<file path="src/rtl/msp430_ram_mst_pkg.sv">
// Shared constants and types for the msp430_ram_mst RAM initiator.
//   - Low-active RAM write-enable encodings per byte lane.
//   - Response buffer depth and entry layout.
//   - Write-enable selection helper.
package msp430_ram_mst_pkg;

    localparam logic [1:0] WEN_WORD = 2'b00;
    localparam logic [1:0] WEN_HI   = 2'b01;
    localparam logic [1:0] WEN_LO   = 2'b10;
    localparam logic [1:0] WEN_NONE = 2'b11;

    localparam int unsigned RSP_DEPTH = 3;
    localparam int unsigned RSP_W     = 17;
    localparam int unsigned RSP_CNT_W = $clog2(RSP_DEPTH + 1);

    typedef struct packed {
        logic        err;
        logic [15:0] rdata;
    } rsp_t;

    // Byte writes enable only the lane selected by address bit 0.
    function automatic logic [1:0] write_wen(input logic is_byte, input logic a0);
        if (!is_byte) begin
            return WEN_WORD;
        end
        return a0 ? WEN_HI : WEN_LO;
    endfunction

endpackage

</file>
<file path="src/rtl/msp430_ram_mst_fifo.sv">
// Synchronous FIFO with occupancy count.
// Ports:
//   i_clk    clock
//   i_rst    synchronous active-high reset (empties the FIFO)
//   i_push   write i_wdata (ignored when full)
//   i_wdata  entry to write
//   i_pop    drop the head entry (ignored when empty)
//   o_rdata  head entry
//   o_empty  no entries stored
//   o_count  number of entries stored
module msp430_ram_mst_fifo #(
    parameter int unsigned DEPTH = 3,
    parameter int unsigned WIDTH = 17,
    localparam int unsigned PTR_W = (DEPTH > 1) ? $clog2(DEPTH) : 1,
    localparam int unsigned CNT_W = $clog2(DEPTH + 1)
) (
    input  logic             i_clk,
    input  logic             i_rst,
    input  logic             i_push,
    input  logic [WIDTH-1:0] i_wdata,
    input  logic             i_pop,
    output logic [WIDTH-1:0] o_rdata,
    output logic             o_empty,
    output logic [CNT_W-1:0] o_count
);

    logic [WIDTH-1:0] r_mem [DEPTH];
    logic [PTR_W-1:0] r_wptr;
    logic [PTR_W-1:0] r_rptr;
    logic [CNT_W-1:0] r_count;

    logic             w_full;
    logic             w_do_push;
    logic             w_do_pop;
    logic [PTR_W-1:0] w_wptr_nxt;
    logic [PTR_W-1:0] w_rptr_nxt;

    assign w_full    = (r_count == CNT_W'(DEPTH));
    assign o_empty   = (r_count == '0);
    assign o_count   = r_count;
    assign o_rdata   = r_mem[r_rptr];
    assign w_do_push = i_push & ~w_full;
    assign w_do_pop  = i_pop & ~o_empty;

    // Pointers wrap explicitly so DEPTH need not be a power of two.
    assign w_wptr_nxt = (r_wptr == PTR_W'(DEPTH - 1)) ? '0 : r_wptr + 1'b1;
    assign w_rptr_nxt = (r_rptr == PTR_W'(DEPTH - 1)) ? '0 : r_rptr + 1'b1;

    always_ff @(posedge i_clk) begin
        if (w_do_push) begin
            r_mem[r_wptr] <= i_wdata;
        end
    end

    always_ff @(posedge i_clk) begin
        if (i_rst) begin
            r_wptr  <= '0;
            r_rptr  <= '0;
            r_count <= '0;
        end else begin
            if (w_do_push) begin
                r_wptr <= w_wptr_nxt;
            end
            if (w_do_pop) begin
                r_rptr <= w_rptr_nxt;
            end
            if (w_do_push && !w_do_pop) begin
                r_count <= r_count + 1'b1;
            end else if (w_do_pop && !w_do_push) begin
                r_count <= r_count - 1'b1;
            end
        end
    end

endmodule

</file>
<file path="src/rtl/msp430_ram_mst.sv">
// RAM initiator: turns a valid/ready byte-addressed request stream into cycles on a
// synchronous RAM (low-active chip enable and per-byte write enable, read data one
// cycle after the access) and returns one in-order response per request.
// Ports:
//   mclk, puc_rst             clock (also clocks the RAM) and synchronous active-high reset
//   req_valid/req_ready       request handshake
//   req_we, req_byte          write / byte-access qualifiers
//   req_addr, req_wdata       byte address and write data
//   rsp_valid/rsp_ready       response handshake
//   rsp_rdata, rsp_err        read data (0 for writes/errors) and out-of-range flag
//   ram_addr, ram_cen,
//   ram_wen, ram_din          RAM drive, valid in the accept cycle
//   ram_dout                  RAM read data, valid the cycle after a read access
module msp430_ram_mst
    import msp430_ram_mst_pkg::*;
#(
    parameter int unsigned ADDR_MSB = 6,
    parameter int unsigned MEM_SIZE = 256
) (
    input  logic              mclk,
    input  logic              puc_rst,
    input  logic              req_valid,
    output logic              req_ready,
    input  logic              req_we,
    input  logic              req_byte,
    input  logic [15:0]       req_addr,
    input  logic [15:0]       req_wdata,
    output logic              rsp_valid,
    input  logic              rsp_ready,
    output logic [15:0]       rsp_rdata,
    output logic              rsp_err,
    output logic [ADDR_MSB:0] ram_addr,
    output logic              ram_cen,
    output logic [1:0]        ram_wen,
    output logic [15:0]       ram_din,
    input  logic [15:0]       ram_dout
);

    localparam logic [16:0] MEM_LIMIT = 17'(MEM_SIZE);

    // In-flight stage: request accepted last cycle, RAM data arriving now.
    logic r_s1_valid;
    logic r_s1_we;
    logic r_s1_byte;
    logic r_s1_a0;
    logic r_s1_err;

    logic                 w_in_range;
    logic                 w_acc;
    logic                 w_access;
    logic [RSP_CNT_W:0]   w_credit_used;
    logic [RSP_CNT_W-1:0] w_fifo_count;
    logic                 w_fifo_empty;
    logic                 w_push;
    logic                 w_pop;
    rsp_t                 w_push_entry;
    rsp_t                 w_head;

    // Each accepted request holds a buffer slot from accept until its response pops,
    // so the buffer can never overflow even with rsp_ready held low.
    assign w_credit_used = (RSP_CNT_W + 1)'(w_fifo_count) + (RSP_CNT_W + 1)'(r_s1_valid);
    assign req_ready     = ~puc_rst & (w_credit_used < (RSP_CNT_W + 1)'(RSP_DEPTH));
    assign w_in_range    = {1'b0, req_addr} < MEM_LIMIT;
    assign w_acc         = req_valid & req_ready;
    assign w_access      = w_acc & w_in_range;

    always_comb begin
        ram_cen  = ~w_access;
        ram_wen  = WEN_NONE;
        ram_addr = '0;
        ram_din  = '0;
        if (w_access) begin
            ram_addr = req_addr[ADDR_MSB+1:1];
            if (req_we) begin
                ram_wen = write_wen(req_byte, req_addr[0]);
                ram_din = req_byte ? {2{req_wdata[7:0]}} : req_wdata;
            end
        end
    end

    always_ff @(posedge mclk) begin
        if (puc_rst) begin
            r_s1_valid <= 1'b0;
            r_s1_we    <= 1'b0;
            r_s1_byte  <= 1'b0;
            r_s1_a0    <= 1'b0;
            r_s1_err   <= 1'b0;
        end else begin
            r_s1_valid <= w_acc;
            if (w_acc) begin
                r_s1_we   <= req_we;
                r_s1_byte <= req_byte;
                r_s1_a0   <= req_addr[0];
                r_s1_err  <= ~w_in_range;
            end
        end
    end

    always_comb begin
        w_push_entry.err   = r_s1_err;
        w_push_entry.rdata = '0;
        if (!r_s1_we && !r_s1_err) begin
            if (r_s1_byte) begin
                w_push_entry.rdata = r_s1_a0 ? {8'h00, ram_dout[15:8]} : {8'h00, ram_dout[7:0]};
            end else begin
                w_push_entry.rdata = ram_dout;
            end
        end
    end

    assign w_push = r_s1_valid;
    assign w_pop  = rsp_valid & rsp_ready;

    msp430_ram_mst_fifo #(
        .DEPTH(RSP_DEPTH),
        .WIDTH(RSP_W)
    ) u_fifo (
        .i_clk  (mclk),
        .i_rst  (puc_rst),
        .i_push (w_push),
        .i_wdata(w_push_entry),
        .i_pop  (w_pop),
        .o_rdata(w_head),
        .o_empty(w_fifo_empty),
        .o_count(w_fifo_count)
    );

    // Outputs are forced idle during reset so nothing stale is offered.
    assign rsp_valid = ~w_fifo_empty & ~puc_rst;
    assign rsp_rdata = rsp_valid ? w_head.rdata : '0;
    assign rsp_err   = rsp_valid ? w_head.err : 1'b0;

endmodule

</file>
<file path="config.mk">
export PLATFORM = sky130hd
export DESIGN_NAME = msp430_ram_mst
export DESIGN_NICKNAME = d
export VERILOG_FILES = /design/src/rtl/msp430_ram_mst_pkg.sv /design/src/rtl/msp430_ram_mst_fifo.sv /design/src/rtl/msp430_ram_mst.sv
export SDC_FILE = /design/constraint.sdc
export NUM_CORES = 1
export LEC_CHECK = 0
export BUFFER_PORTS_ARGS = -buffer_cell sky130_fd_sc_hd__buf_4
export CAP_MARGIN = 20
export CORE_MARGIN = 1.5
export CORE_UTILIZATION = 25
export DETAILED_ROUTE_END_ITERATION = 8
export GPL_ROUTABILITY_DRIVEN = 0
export REMOVE_ABC_BUFFERS = 1
export SLEW_MARGIN = 10
export SYNTH_ARGS = -nofsm -noshare
export SYNTH_HDL_FRONTEND = slang
export SYNTH_SLANG_ARGS = --single-unit
</file>
<file path="constraint.sdc">
create_clock -name mclk -period 2.5 [get_ports mclk]
set_clock_uncertainty 0.1 [all_clocks]
set_input_delay 0.125 -clock mclk [delete_from_list [all_inputs] [get_ports mclk]]
set_output_delay 0.125 -clock mclk [all_outputs]
set_load 0.05 [all_outputs]
</file>
# Yosys cells after proc, flatten, opt, wreduce, memory -nomap -nowiden
# Memories as Yosys holds them, arrays and structs flattened. A register that Yosys moved wholly into a read port is not among the register bits.
# Cells that the tools add are included.
[totals]
regBits = 11
latch_bits = 0
ram_bits = 51
mem_bits_ro = 0
in_bits = 54
output_inout_bits = 45
wordCells = 65
n_memories = 1
[classes]
n_addsub = 5
mul = 0
div_mod_pow = 0
magnitude_cmp = 2
eq_ne = 3
n_shift = 0
mux = 25
bitwise = 12
n_reduce_logical = 9
[memory_table]
columns = ["name", "depth", "word_bits", "rd", "rd_ports_with_merged_regs", "write_ports", "line_no", "rtl"]
rows = [
  ["u_fifo.r_mem", 3, 17, 1, 1, 1, "msp430_ram_mst_fifo.sv:27", "logic [WIDTH-1:0] r_mem [DEPTH];"],
]
[op_table]
columns = ["cell", "count"]
rows = [
  ["two-way mux 16 bit", 6],
  ["two-way mux 2 bit", 11],
  ["less-than comparator 16 x 9 -> 1 bit (second input constant)", 1],
  ["two-way mux 8 bit", 1],
  ["AND 1 bit", 7],
  ["two-way mux 7 bit", 1],
  ["adder 2 x 1 -> 2 bit (second input constant)", 3],
  ["equality test 2 bit (second input constant)", 3],
  ["two-way mux 1 bit", 6],
  ["inverter 1 bit", 5],
  ["logical NOT 1 bit", 4],
  ["adder 2 x 1 -> 3 bit", 1],
  ["logical AND 1 bit", 3],
  ["less-than comparator 3 x 2 -> 1 bit (second input constant)", 1],
  ["logical NOT 2 bit", 1],
  ["nonzero test 2 bit", 1],
  ["subtractor 2 x 1 -> 2 bit (second input constant)", 1],
]

# Depth between registers and ports, before layout
[logic_depth]
depth_word = 9
ltp_mapped = 7
ltp_nobuf = 7

# Hierarchy
# Synthesis repeated with hierarchy kept, for this count alone.
[hier_totals]
hier_cells = 272
hier_area_um2 = 3110.5
[by_module_without_submodules]
columns = ["mod", "instances", "cells_each", "area_per_inst_um2", "seq_area_each_um2"]
rows = [
  ["msp430_ram_mst_fifo", 1, 141, 2200.9, 1691.6],
  ["msp430_ram_mst", 1, 131, 909.6, 100.1],
]

# Worst setup path before layout
# OpenSTA, ideal clock, no wires.
[synth_timing]
path_type = "register -> output"
from = "register u_fifo.r_count[0], in the netlist u_fifo.o_count[0]"
to = "output ram_din[10]"
arrival_time_ps = 2938
required_ps = 2275
slack_ps = -663
stages_incl_launch_ff = 7
path_buffers = 0
cell_sequence = "dfxtp_1 > ha_1 > ha_1 > a211o_1 > inv_1 > nand3_2 > nor3_1"
[synth_between]
elab_chain_len = 6
[synth_lines]
columns = ["element", "line_no", "rtl"]
rows = [
  ["start: declaration", "msp430_ram_mst_fifo.sv:30", "logic [CNT_W-1:0] r_count;"],
  ["start signal: assignment", "msp430_ram_mst_fifo.sv:68", "r_count <= r_count + 1'b1;"],
  ["start signal: assignment", "msp430_ram_mst_fifo.sv:70", "r_count <= r_count - 1'b1;"],
  ["adder 2 x 1 -> 3 bit", "msp430_ram_mst.sv:61", "assign w_credit_used = (RSP_CNT_W + 1)'(w_fifo_count) + (RSP_CNT_W + 1)'(r_s1_valid);"],
  ["less-than comparator 3 x 2 -> 1 bit", "msp430_ram_mst.sv:62", "assign req_ready = ~puc_rst & (w_credit_used < (RSP_CNT_W + 1)'(RSP_DEPTH));"],
  ["AND 1 bit", "msp430_ram_mst.sv:62", ""],
  ["named net req_ready", "msp430_ram_mst.sv:23", "output logic req_ready,"],
  ["AND 1 bit", "msp430_ram_mst.sv:64", "assign w_acc = req_valid & req_ready;"],
  ["AND 1 bit", "msp430_ram_mst.sv:65", "assign w_access = w_acc & w_in_range;"],
  ["two-way mux 16 bit", "msp430_ram_mst.sv:72", "if (w_access) begin"],
  ["end: declaration", "msp430_ram_mst.sv:35", "output logic [15:0] ram_din,"],
]
# The timed path passes the listed nets, and every way through them passes these cells.

# Final worst setup path
[layout_timing]
from = "register u_fifo.r_count[0], in the netlist u_fifo.o_count[0]"
to = "output ram_addr[4]"
[layout_between]
elab_chain_len = 6
[layout_lines]
columns = ["element", "line_no", "rtl"]
rows = [
  ["adder 2 x 1 -> 3 bit", "msp430_ram_mst.sv:61", ""],
  ["less-than comparator 3 x 2 -> 1 bit", "msp430_ram_mst.sv:62", ""],
  ["AND 1 bit", "msp430_ram_mst.sv:62", ""],
  ["AND 1 bit", "msp430_ram_mst.sv:64", ""],
  ["AND 1 bit", "msp430_ram_mst.sv:65", ""],
  ["two-way mux 7 bit", "msp430_ram_mst.sv:72", ""],
  ["end: declaration", "msp430_ram_mst.sv:32", "output logic [ADDR_MSB:0] ram_addr,"],
]
# No other way between the ends.

==> impl_metrics.ini <==
[run]
cap_violations = 0

[final_layout]
area_delta_synth_final_pct = 48.1
fillers = 1189
drive_gt1_share_pct = 47.6
seq_area_um2 = 1800
diodes = 0
multi_input_comb_area_um2 = 1240
fin_area_um2 = 4590
final_nets = 428
fin_cells = 544

[critical_path]
crit_start = u_fifo.o_count[0]
slowest_stage = dfxtp_4
slowest_delay_ns = 0.35
cp_top_family = buffers and inverters
crit_buf_inv = 3
start_kind = register
crit_fanout = 8
worstPathRequired_ns = 2.28
cp_common_cell = buf_6
critPathKind = register to primary output
cp_cell_sequence = ha_4 > ha_4 > a211o_1 > buf_6 > nor4_4 > buf_6 > and2_4 > buf_6
worstPathArrival_ns = 2.17
worst_setup_path_end_kind = primary output
r2r_start = r_s1_valid

[yosys]
synth_top_area_share_pct = 49.4
synthCells = 257
yosys.area_share.simple_pct = 16.3
synth_xor_area_share_pct = 0.565
yosys.area.top_type = edfxtp_1
synth_cell_types = 31
async_reset_ff_share_pct = 0
yosysMostFrequentCell = edfxtp_1
synthTopCellsByCount = edfxtp_1 (51), mux2i_1 (25), nor2_1 (20), inv_1 (18)
syn_area_um2 = 3100
synthTopCellsByArea = edfxtp_1 (49%), dfxtp_1 (8.4%), mux2i_1 (8.1%), mux2_2 (6.2%), nor3_2 (3.2%)
ys_ff_latch = 64
synth_seq_area_share_pct = 57.8
synth_compound_area_share_pct = 5.13
synth_top_family_by_area = simple AND/OR/NAND/NOR gates
synth_warnings = 0
syn_avg_cell_area_um2 = 12.1
synthFlopType = edfxtp_1
synthAdderAreaFrac_pct = 1.21
synth_edf_count = 51
synthMuxAreaShare_pct = 14.3

[clock_tree]
cts_inserted_buffers = 9
cts_tree = yes
clkTransAtPathRegs_ns = 0.05
cts-root-buf = clkbuf_16
htreeDepth = 3
cts.sinks = 64
clock_latency_ns = 0.32
clock_path_buffers = 2

[sta]
slew_headroom_pct = 41.8
setup_violations = 0
rsz0062_at_grt = no
hold_viol = 0
tns_ns = 0
period_minus_slack_ns = 2.39
max_freq_mhz = 418
period_share_pct = 95.8
worst_pin_slew_ns = 0.873
slew_viol_final = 0

[routing]
wire_per_inst_um = 14.2
wirelength_mm = 7.70
num_vias = 2385
drtAntennaViolNets = 0
drtIter0Drc = 117
via_per_inst = 4.38
first_pass_iters = 4
drc_errors = 0

[outcome]
status = finished, final reports clean

[grt]
grt_max_degree = 21
antenna_found_initial = 0
grt_usage_pct = 12.0
grt_overflow_total = 0
grt_pass1_wl_mm = 11.7
first_global_vias = 2431

[floorplanning]
start_util_pct = 25.7
die_y_um = 114
row_count = 40
core_um2 = 12100
die_area_um2 = 13100
io_pins = 99
die_w_um = 114

[power_and_ir_drop]
p_per_area_nw_per_um2 = 663
leakage_nw = 1.81
ir_drop_mv = 0.348

[min_path]
min_from = req_valid
hold_path.class = input pin to register

[placed_design]
port-buffer-count = 98
dp_cells = 518
dpl.hpwl_mm = 5.29
dpl_cell_area_um2 = 4050
[cell type report]
cell class / count / area share [%]
inverter: 18 / 1.47
multi-input combinational: 161 / 27.0
tap: 168 / 4.58
sequential: 64 / 39.1
clock buffer: 9 / 4.91
timing repair buffer: 117 / 21.6
clock inverter: 7 / 1.36
[flip-flops by register name, summed over array words and instances (netlist names), named ones only]
register and flops:
r_s1_we 1, r_s1_byte 1, r_s1_err 1, r_s1_valid 1, u_fifo.r_mem 51, u_fifo.r_wptr 2
r_s1_a0 1, u_fifo.o_count 2, u_fifo.r_rptr 2
[worst paths after layout]
path | to | slack [ns] | cells after the start
setup / recovery | ram_addr[4] | 0.11 | 8
hold / removal | r_s1_a0 | 0.04 | 3
setup reg to reg | u_fifo.r_mem[1][8] | 0.67 | 5
hold reg to reg | r_s1_we | 0.38 | 2
[placed cells by master (no fill, tap or decap), drive strengths merged]
cell type      n
nor3          18
mux2          17
dlygate4sd3    2
a211o          3
bufinv         1
edfxtp        51
nand2         12
or4            3
ha             3
dfxtp         13
o21ai          6
nand4b         1
or2            2
a21bo          1
nor2          20
inv           18
and2          15
clkinv         4
or3            2
buf          114
nand3         12
clkbuf        10
nor4           1
clkinvlp       2
xor2           2
mux2i         25
o21bai         1
a21oi         17
[worst reg2reg max path: stages, from the launching register on]
cell and delay, ns:
dfxtp_1 0.37, a21bo_2 0.27, inv_1 0.09, nand3_1 0.10, inv_1 0.32, buf_4 0.28
[power breakdown]
group	switching, mW	leakage, nW	internal (mW)	total, mW
logic	0.364	1.10	0.247	0.611
registers	0.0286	0.577	1.23	1.26
clock network	0.420	0.136	0.759	1.18
[kinds of logic after synthesis]
family	after synthesis
xor+xnor	2
flops	64
fa+ha+maj	3
mux	42
buf+inv	32
simple gates	86
compound gates	28
[per-layer routing]
layer	share of wire, %	global-route usage [%]	vias up	routed length [um]
li1	-	-	1150	-
met1	41	13.7	1110	3130
met2	49	20.3	114	3790
met3	8.3	4.66	11	640
met4	1.8	4.75	0	140
met5	0	0	-	0
[through the flow]
| step | hold slack [ns] | utilization, % | setup slack, ns | power (mW) |
|---|---|---|---|---|
| 2_1_floorplan | 0.0941 | - | -0.889 | 1.62 |
| 3_3_place_gp | 0.303 | 33.6 | 0.208 | 1.84 |
| 3_5_place_dp | 0.313 | 33.6 | 0.166 | 1.85 |
| 4_1_cts | 0.0185 | 36.6 | -0.00515 | 3.05 |
| 5_1_grt | 0.0390 | 38.1 | 0.00865 | 3.17 |
| 6_report | 0.0366 | 38.1 | 0.106 | 3.04 |
[timing repair]
item                                    in CTS  in global routing
hold endpoints to repair                    12                  0
setup buffers                                3                  4
gates resized for setup                      8                 28
cloned                                       0                  1
hold buffers                                 2                  0
endpoints found under the setup margin      26                 23
pin swaps                                    1                  6
No activity file was read; power rests on OpenSTA's default activity.
